File: src/rtl/fetch_sequencer.sv
// Instruction-fetch control FSM: sequences PC loads around the one-cycle
// registered instruction memory and hands instructions to decode via valid/ready.
module fetch_sequencer #(
    parameter int CNT_W = 16
) (
    input  logic             clk,
    input  logic             Reset,
    output logic             PC_LdEn,
    output logic             PC_sel,
    output logic             Instr_valid,
    input  logic             Instr_ready,
    input  logic             Br_valid,
    input  logic             Br_taken,
    input  logic             Stall,
    input  logic             Halt,
    output logic             Halted,
    output logic [CNT_W-1:0] fetch_count,
    output logic [CNT_W-1:0] stall_count
);

    // Three bits leave spare encodings; any of them falls back to BOOT.
    typedef enum logic [2:0] {
        BOOT   = 3'd0,
        FETCH  = 3'd1,
        VALID  = 3'd2,
        HALTED = 3'd3
    } state_t;

    state_t state, state_nxt;
    logic   accept;
    logic   fetch_inc;
    logic   stall_inc;
    logic   stall_sat;

    always_ff @(posedge clk or negedge Reset) begin
        if (!Reset) state <= BOOT;
        else        state <= state_nxt;
    end

    always_comb begin
        state_nxt   = BOOT;
        PC_LdEn     = 1'b0;
        PC_sel      = 1'b0;
        Instr_valid = 1'b0;
        Halted      = 1'b0;
        accept      = 1'b0;
        fetch_inc   = 1'b0;
        stall_inc   = 1'b0;
        case (state)
            BOOT:  state_nxt = FETCH;
            FETCH: state_nxt = VALID;
            VALID: begin
                Instr_valid = 1'b1;
                accept      = Instr_ready & ~Stall;
                if (accept) begin
                    PC_LdEn   = 1'b1;
                    PC_sel    = Br_valid & Br_taken;
                    fetch_inc = 1'b1;
                    state_nxt = Halt ? HALTED : FETCH;
                end else begin
                    stall_inc = ~stall_sat;
                    state_nxt = VALID;
                end
            end
            HALTED: begin
                Halted    = 1'b1;
                state_nxt = HALTED;
            end
            default: state_nxt = BOOT;
        endcase
    end

    assign stall_sat = &stall_count;

    always_ff @(posedge clk or negedge Reset) begin
        if (!Reset) begin
            fetch_count <= '0;
            stall_count <= '0;
        end else begin
            if (fetch_inc) fetch_count <= fetch_count + 1'b1;
            if (stall_inc) stall_count <= stall_count + 1'b1;
        end
    end

endmodule

File: config.mk
export PLATFORM = sky130hd
export DESIGN_NAME = fetch_sequencer
export DESIGN_NICKNAME = d
export VERILOG_FILES = /design/src/rtl/fetch_sequencer.sv
export SDC_FILE = /design/constraint.sdc
export NUM_CORES = 1
export LEC_CHECK = 0
export CORE_UTILIZATION = 30
export DETAILED_ROUTE_END_ITERATION = 10
export GPL_TIMING_DRIVEN = 0
export HOLD_SLACK_MARGIN = 0.08
export PLACE_DENSITY = 0.56
export SLEW_MARGIN = 20
export SYNTH_ARGS = -nofsm -noshare
export SYNTH_HDL_FRONTEND = slang
export SYNTH_SLANG_ARGS = --single-unit
export TNS_END_PERCENT = 50
File: constraint.sdc
create_clock -name clk -period 1.77 [get_ports clk]
set_clock_uncertainty 0.1 [all_clocks]
set_input_delay 0.354 -clock clk [delete_from_list [all_inputs] [get_ports clk]]
set_output_delay 0.354 -clock clk [all_outputs]
set_load 0.05 [all_outputs]
==> results of run 1 <==
## sequential cells by signal, indices dropped and copies added, names as in the netlist
name,count
stall_count,16
state,2
fetch_count,16
## metrics by stage
stage / area [µm²] / TNS [ps] / hold WS [ps] / worst slack, ps / power (mW)
finish: 2320 / -13.9 / 374 / -13.9 / 2.07
floorplan: 1660 / -455 / -41.6 / -55.2 / 1.31
global placement: 2170 / -24230 / 362 / -884 / 1.52
CTS: 2280 / -72.6 / 376 / -72.6 / 2.11
global route: 2320 / -350 / 396 / -63.5 / 2.18
detailed placement: 2190 / -7350 / 224 / -887 / 1.54
## cells in the mapped netlist (2+ instances only)
cell,n
dfrtp_1,34
xor2_1,18
nand2_1,12
xnor2_1,12
and3_1,8
nand4_1,7
nor2_1,5
nor3_1,5
nand4_2,3
nor3b_1,3
buf_4,2
ha_1,2
inv_1,2
nand2b_1,2
nand3_1,2
nor4_2,2
nor4b_1,2
## power breakdown
part | switching (mW) | leakage, nW | total, mW | internal (mW)
combinational | 0.352 | 0.683 | 0.511 | 0.159
sequential | 0.107 | 0.426 | 0.963 | 0.856
clock | 0.286 | 0.0472 | 0.599 | 0.313
## layer usage
layer / wire, µm / up-vias / GRT usage (%)
met4: 27 / 0 / 3.70
li1: - / 576 / -
met1: 1640 / 569 / 17.8
met2: 1710 / 31 / 22.4
met5: 0 / - / 0
met3: 175 / 5 / 4.63
## layout make-up
cell class,count,area share [%]
Sequential cell,34,37.5
Multi-Input combinational cell,98,34.5
Clock inverter,2,0.539
Timing Repair Buffer,47,19.1
Inverter,2,0.323
Buffer,2,0.700
Clock buffer,6,3.56
Tap cell,70,3.77
## how the worst max path moves through the flow
stage	startpoint	endpoint	slack [ps]	cells after the start
after floorplan	stall_count[0]$_DFFE_PN0P_	stall_count[9]$_DFFE_PN0P_	-60	6
after global placement	Stall	PC_sel	-880	5
after detailed placement	Instr_ready	PC_sel	-890	5
after CTS	state[0]$_DFF_PN0_	PC_sel	-70	3
after global routing	state[0]$_DFF_PN0_	PC_sel	-60	3
final	state[0]$_DFF_PN0_	PC_sel	-10	3
## worst max-delay path: cells and delay by family, from the launching register on
| kind | cells | cell delay (ps) |
|---|---|---|
| AND/OR/NAND/NOR | 2 | 510 |
| flip-flops | 1 | 400 |
| buffers and inverters | 1 | 140 |
## kinds of logic after synthesis
family	Yosys count	synth area share [%]
AO/OA/AOI/OAI	3	1.08
multiplexers	2	1.38
buffers and inverters	5	1.69
adder cells (fa/ha/maj)	2	1.54
XOR/XNOR	30	16.2
AND/OR/NAND/NOR	61	25.8
flip-flops	34	52.3
## what timing repair did
action | 4_1_cts | 5_1_grt
endpoints found under the hold margin | 16 | 0
resized for setup | 61 | 10
hold buffers | 1 | 0
buffers inserted | 2 | 1
setup endpoints to repair | 49 | 21
pin swaps | 1 | 2
==> flow_metrics.tcl, run 1 <==
set metrics [dict create \
    seqCellArea_um2 871 \
    required_ps 1320 \
    vdd_ir_drop_max_mv 0.530 \
    cts.sinks 34 \
    antenna_left 0 \
    placed_cells_incl_taps 250 \
    setup-violations-final 1 \
    htree_num_levels 2 \
    drv_slew 0 \
    track_usage_pct 13.8 \
    instances_no_fill 261 \
    io_pins 43 \
    start_kind "register" \
    drt_drc_violations_left 0 \
    period_minus_slack_ps 1780 \
    path_cells "and4bb_4, and3_4, buf_8" \
    hold_path.class "register to register" \
    rsz0062_at_grt "yes" \
    cp_max_fo 5 \
    hold_depth 1 \
    wl_um 3550 \
    violations "negative setup slack" \
    power-per-cell-area_nw_per_um2 893 \
    place_congestion 0.723 \
    yosysUniqueCellTypes 33 \
    drt_pass1_iterations 4 \
    cts_inserted_buffers 5 \
    grt_pass1_wl_um 5830 \
    dp_hpwl_um 2550 \
    area_growth_pct 42.8 \
    path_class "register to output port" \
    synthesis.nets 146 \
    synthTopCellsByArea "dfrtp_1 52%, xor2_1 9.7%, xnor2_1 6.5%" \
    fp.dieH_um 75.6 \
    routed-via-count 1181 \
    synth-main-ff-cell "dfrtp_1" \
    netlist_area_um2 1630 \
    final_common_cell "dlygate4sd2_1" \
    cts_tree "done" \
    worst_ep_arrival_time_ps 1330 \
    ys_warn_count 0 \
    max_freq_mhz 561 \
    num-fill-cells 476 \
    hold_violations 0 \
    synth_edf_count 0 \
    cts-root-buf "clkbuf_8" \
    reg2reg_depth 5 \
    initial_core_util_pct 31.4 \
    fin_crit_sh_pct 101 \
    via_per_inst 4.52 \
    cap_violations 0 \
    leakagePower_nw 1.16 \
    crit-reg2reg-launch "stall_count[1]$_DFFE_PN0P_" \
    multi_input_area_um2 802 \
    synth_area_leader_cell "dfrtp_1" \
    die_x_um 75.6 \
    ys_ff_latch 34 \
    grt_max_degree 19 \
    drt-initial-drc-count 29 \
    io_buffer_count 42 \
    yosysSeqAreaShare_pct 52.3 \
    antenna_cells 0 \
    drive_gt1_share_pct 26.2 \
    max_stage_delay_ps 400 \
    async_flop_share_pct 100 \
    gr-total-overflow 0 \
    insertion_delay_ps 280 \
    clk_path_buf_depth 2 \
    path_clk_slew_ps 70 \
    synth_top_area_share_pct 52.3 \
    utilization_pct 44.9 \
    end_kind "output port" \
    rows 26 \
    outcome "finished with violations" \
    regToRegSetupSlack_ps 30 \
    synth_area_per_cell_um2 11.9 \
    worst_slew_pin_slew_ps 499 \
    nNetsFinal 199 \
    wl_per_cell_um 13.6 \
    die-area_um2 5720 \
    grt_pass1_vias 1212 \
    reg2reg_to "stall_count[1]$_DFFE_PN0P_" \
    design.core.area_um2 5170 \
    hp-start "fetch_count[15]$_DFFE_PN0P_" \
    slew_headroom_pct 66.9 \
    whs_endpoint "fetch_count[15]$_DFFE_PN0P_" \
    antenna_found_initial 0 \
    final_cell_mix "30 x dlygate4sd2_1, 18 x xor2_1, 18 x dfrtp_1" \
    netlist_instances 137 \
    timing.final.ws_setup_ps -13.9 \
    cp_slowest_cell "dfrtp_1" \
]
Power figures use the tool's default switching activity.
==> inputs of run 2 (changes only) <==
--- a/config.mk
+++ b/config.mk
@@ -9,7 +9,6 @@
 export DETAILED_ROUTE_END_ITERATION = 10
 export GPL_TIMING_DRIVEN = 0
 export HOLD_SLACK_MARGIN = 0.08
-export PLACE_DENSITY = 0.56
 export SLEW_MARGIN = 20
 export SYNTH_ARGS = -nofsm -noshare
 export SYNTH_HDL_FRONTEND = slang
==> flow_metrics.tcl, run 2 (synthesized netlist as in run 1, its figures left out) <==
set metrics [dict create \
    dp_hpwl_um 2650 \
    seqCellArea_um2 871 \
    utilization_pct 45.6 \
    grt_max_degree 29 \
    drv_slew 0 \
    gr-total-overflow 0 \
    cp_max_fo 5 \
    die-area_um2 5720 \
    slew_headroom_pct 66.3 \
    dp_slack_ps -882 \
    multi_input_area_um2 811 \
    wl_um 3850 \
    instances_no_fill 267 \
    routed-via-count 1258 \
    placed_cells_incl_taps 250 \
    power-per-cell-area_nw_per_um2 876 \
    nNetsFinal 205 \
    htree_num_levels 2 \
    vdd_ir_drop_max_mv 0.586 \
    cts_inserted_buffers 5 \
    drt_drc_violations_left 0 \
    cap_violations 0 \
    final_cell_mix "33 x dlygate4sd2_1, 18 x xor2_1, 18 x dfrtp_1" \
    drt-initial-drc-count 21 \
    grt_pass1_vias 1329 \
    drive_gt1_share_pct 29.4 \
    worst_slew_pin_slew_ps 507 \
    reg2reg_to "stall_count[1]$_DFFE_PN0P_" \
    hold_path.class "primary input to async pin" \
    dpl-instance-area_um2 2180 \
    design.core.area_um2 5170 \
    final_common_cell "dlygate4sd2_1" \
    rsz0062_at_grt "yes" \
    cts.sinks 34 \
    cts_tree "done" \
    grt_pass1_wl_um 6130 \
    worst_ep_arrival_time_ps 1900 \
    required_ps 1830 \
    reg_top3 "fetch_count (16), stall_count (16), state (2)" \
    period_minus_slack_ps 1840 \
    wl_per_cell_um 14.4 \
    io_pins 43 \
    path_class "register to register" \
    leakagePower_nw 1.18 \
    setup-violations-final 13 \
    fin_area_um2 2360 \
    fin_crit_sh_pct 104 \
    violations "negative setup slack" \
    timing.final.ws_setup_ps -67.2 \
    finalSetupTns_ps -577 \
    reg2reg_depth 5 \
    clk_path_buf_depth 2 \
    rows 26 \
    initial_core_util_pct 31.4 \
    max_freq_mhz 544 \
    outcome "finished with violations" \
    crit-reg2reg-launch "stall_count[0]$_DFFE_PN0P_" \
    regToRegSetupSlack_ps -70 \
    drt_pass1_iterations 3 \
    end_kind "register" \
    num-fill-cells 488 \
    place_congestion 0.763 \
    insertion_delay_ps 280 \
    antenna_left 0 \
    cts-root-buf "clkbuf_8" \
    antenna_cells 0 \
    io_buffer_count 42 \
    start_kind "register" \
    via_per_inst 4.71 \
    die_x_um 75.6 \
    area_growth_pct 45.0 \
    hold_violations 0 \
    track_usage_pct 14.4 \
    path_clk_slew_ps 70 \
    antenna_found_initial 0 \
    fp.dieH_um 75.6 \
]
-- run 2: power breakdown --
group | switching, mW | internal (mW) | leakage (nW)
Clock | 0.267 | 0.280 | 0.0395
Sequential | 0.106 | 0.857 | 0.426
Combinational | 0.361 | 0.195 | 0.718
-- run 2: per-layer routing --
metal | global-route usage [%] | vias up | wire, µm
met2 | 25.8 | 37 | 1940
met5 | 0 | - | 0
met1 | 16.4 | 626 | 1660
li1 | - | 592 | -
met4 | 3.09 | 0 | 24
met3 | 5.42 | 3 | 229
-- run 2: area by class of cell --
cell class	instances	share of cell area [%]
inverters	2	0.318
plain buffers	2	0.690
multi-input cells	98	34.4
repair buffers	53	20.6
clock buffers	8	3.40
well taps	70	3.71
flip-flops and latches	34	36.9
-- run 2: through the flow --
stage | power [mW] | hold slack (ps)
after floorplan | 1.31 | -41.6
after global placement | 1.52 | 363
after detailed placement | 1.54 | 107
after CTS | 2.06 | 331
after global routing | 2.18 | 369
final | 2.07 | 340
-- run 2: timing repair --
action / in CTS / in global routing
endpoints found under the hold margin: 34 / 0
setup buffers: 4 / 4
endpoints found under the setup margin: 49 / 17
cloned: 0 / 1
hold buffers: 1 / 0
pin swaps: 2 / 8
gates resized for setup: 61 / 13
-- run 2: worst max-delay path by stage --
stage,slack [ps],cells after the start,to,from
global route,-130,6,stall_count[6]$_DFFE_PN0P_,stall_count[0]$_DFFE_PN0P_
CTS,-90,3,PC_sel,state[0]$_DFF_PN0_
global placement,-870,5,PC_sel,Stall
detailed placement,-880,5,PC_sel,Instr_ready
finish,-70,5,stall_count[1]$_DFFE_PN0P_,stall_count[0]$_DFFE_PN0P_
floorplan,-60,6,stall_count[9]$_DFFE_PN0P_,stall_count[0]$_DFFE_PN0P_
-- run 2: critical path: stages, from the launching register on --
cell	delay [ps]
dfrtp_2	420
ha_4	150
nand4_1	170
nor4_4	450
nor2_2	110
mux2_4	320
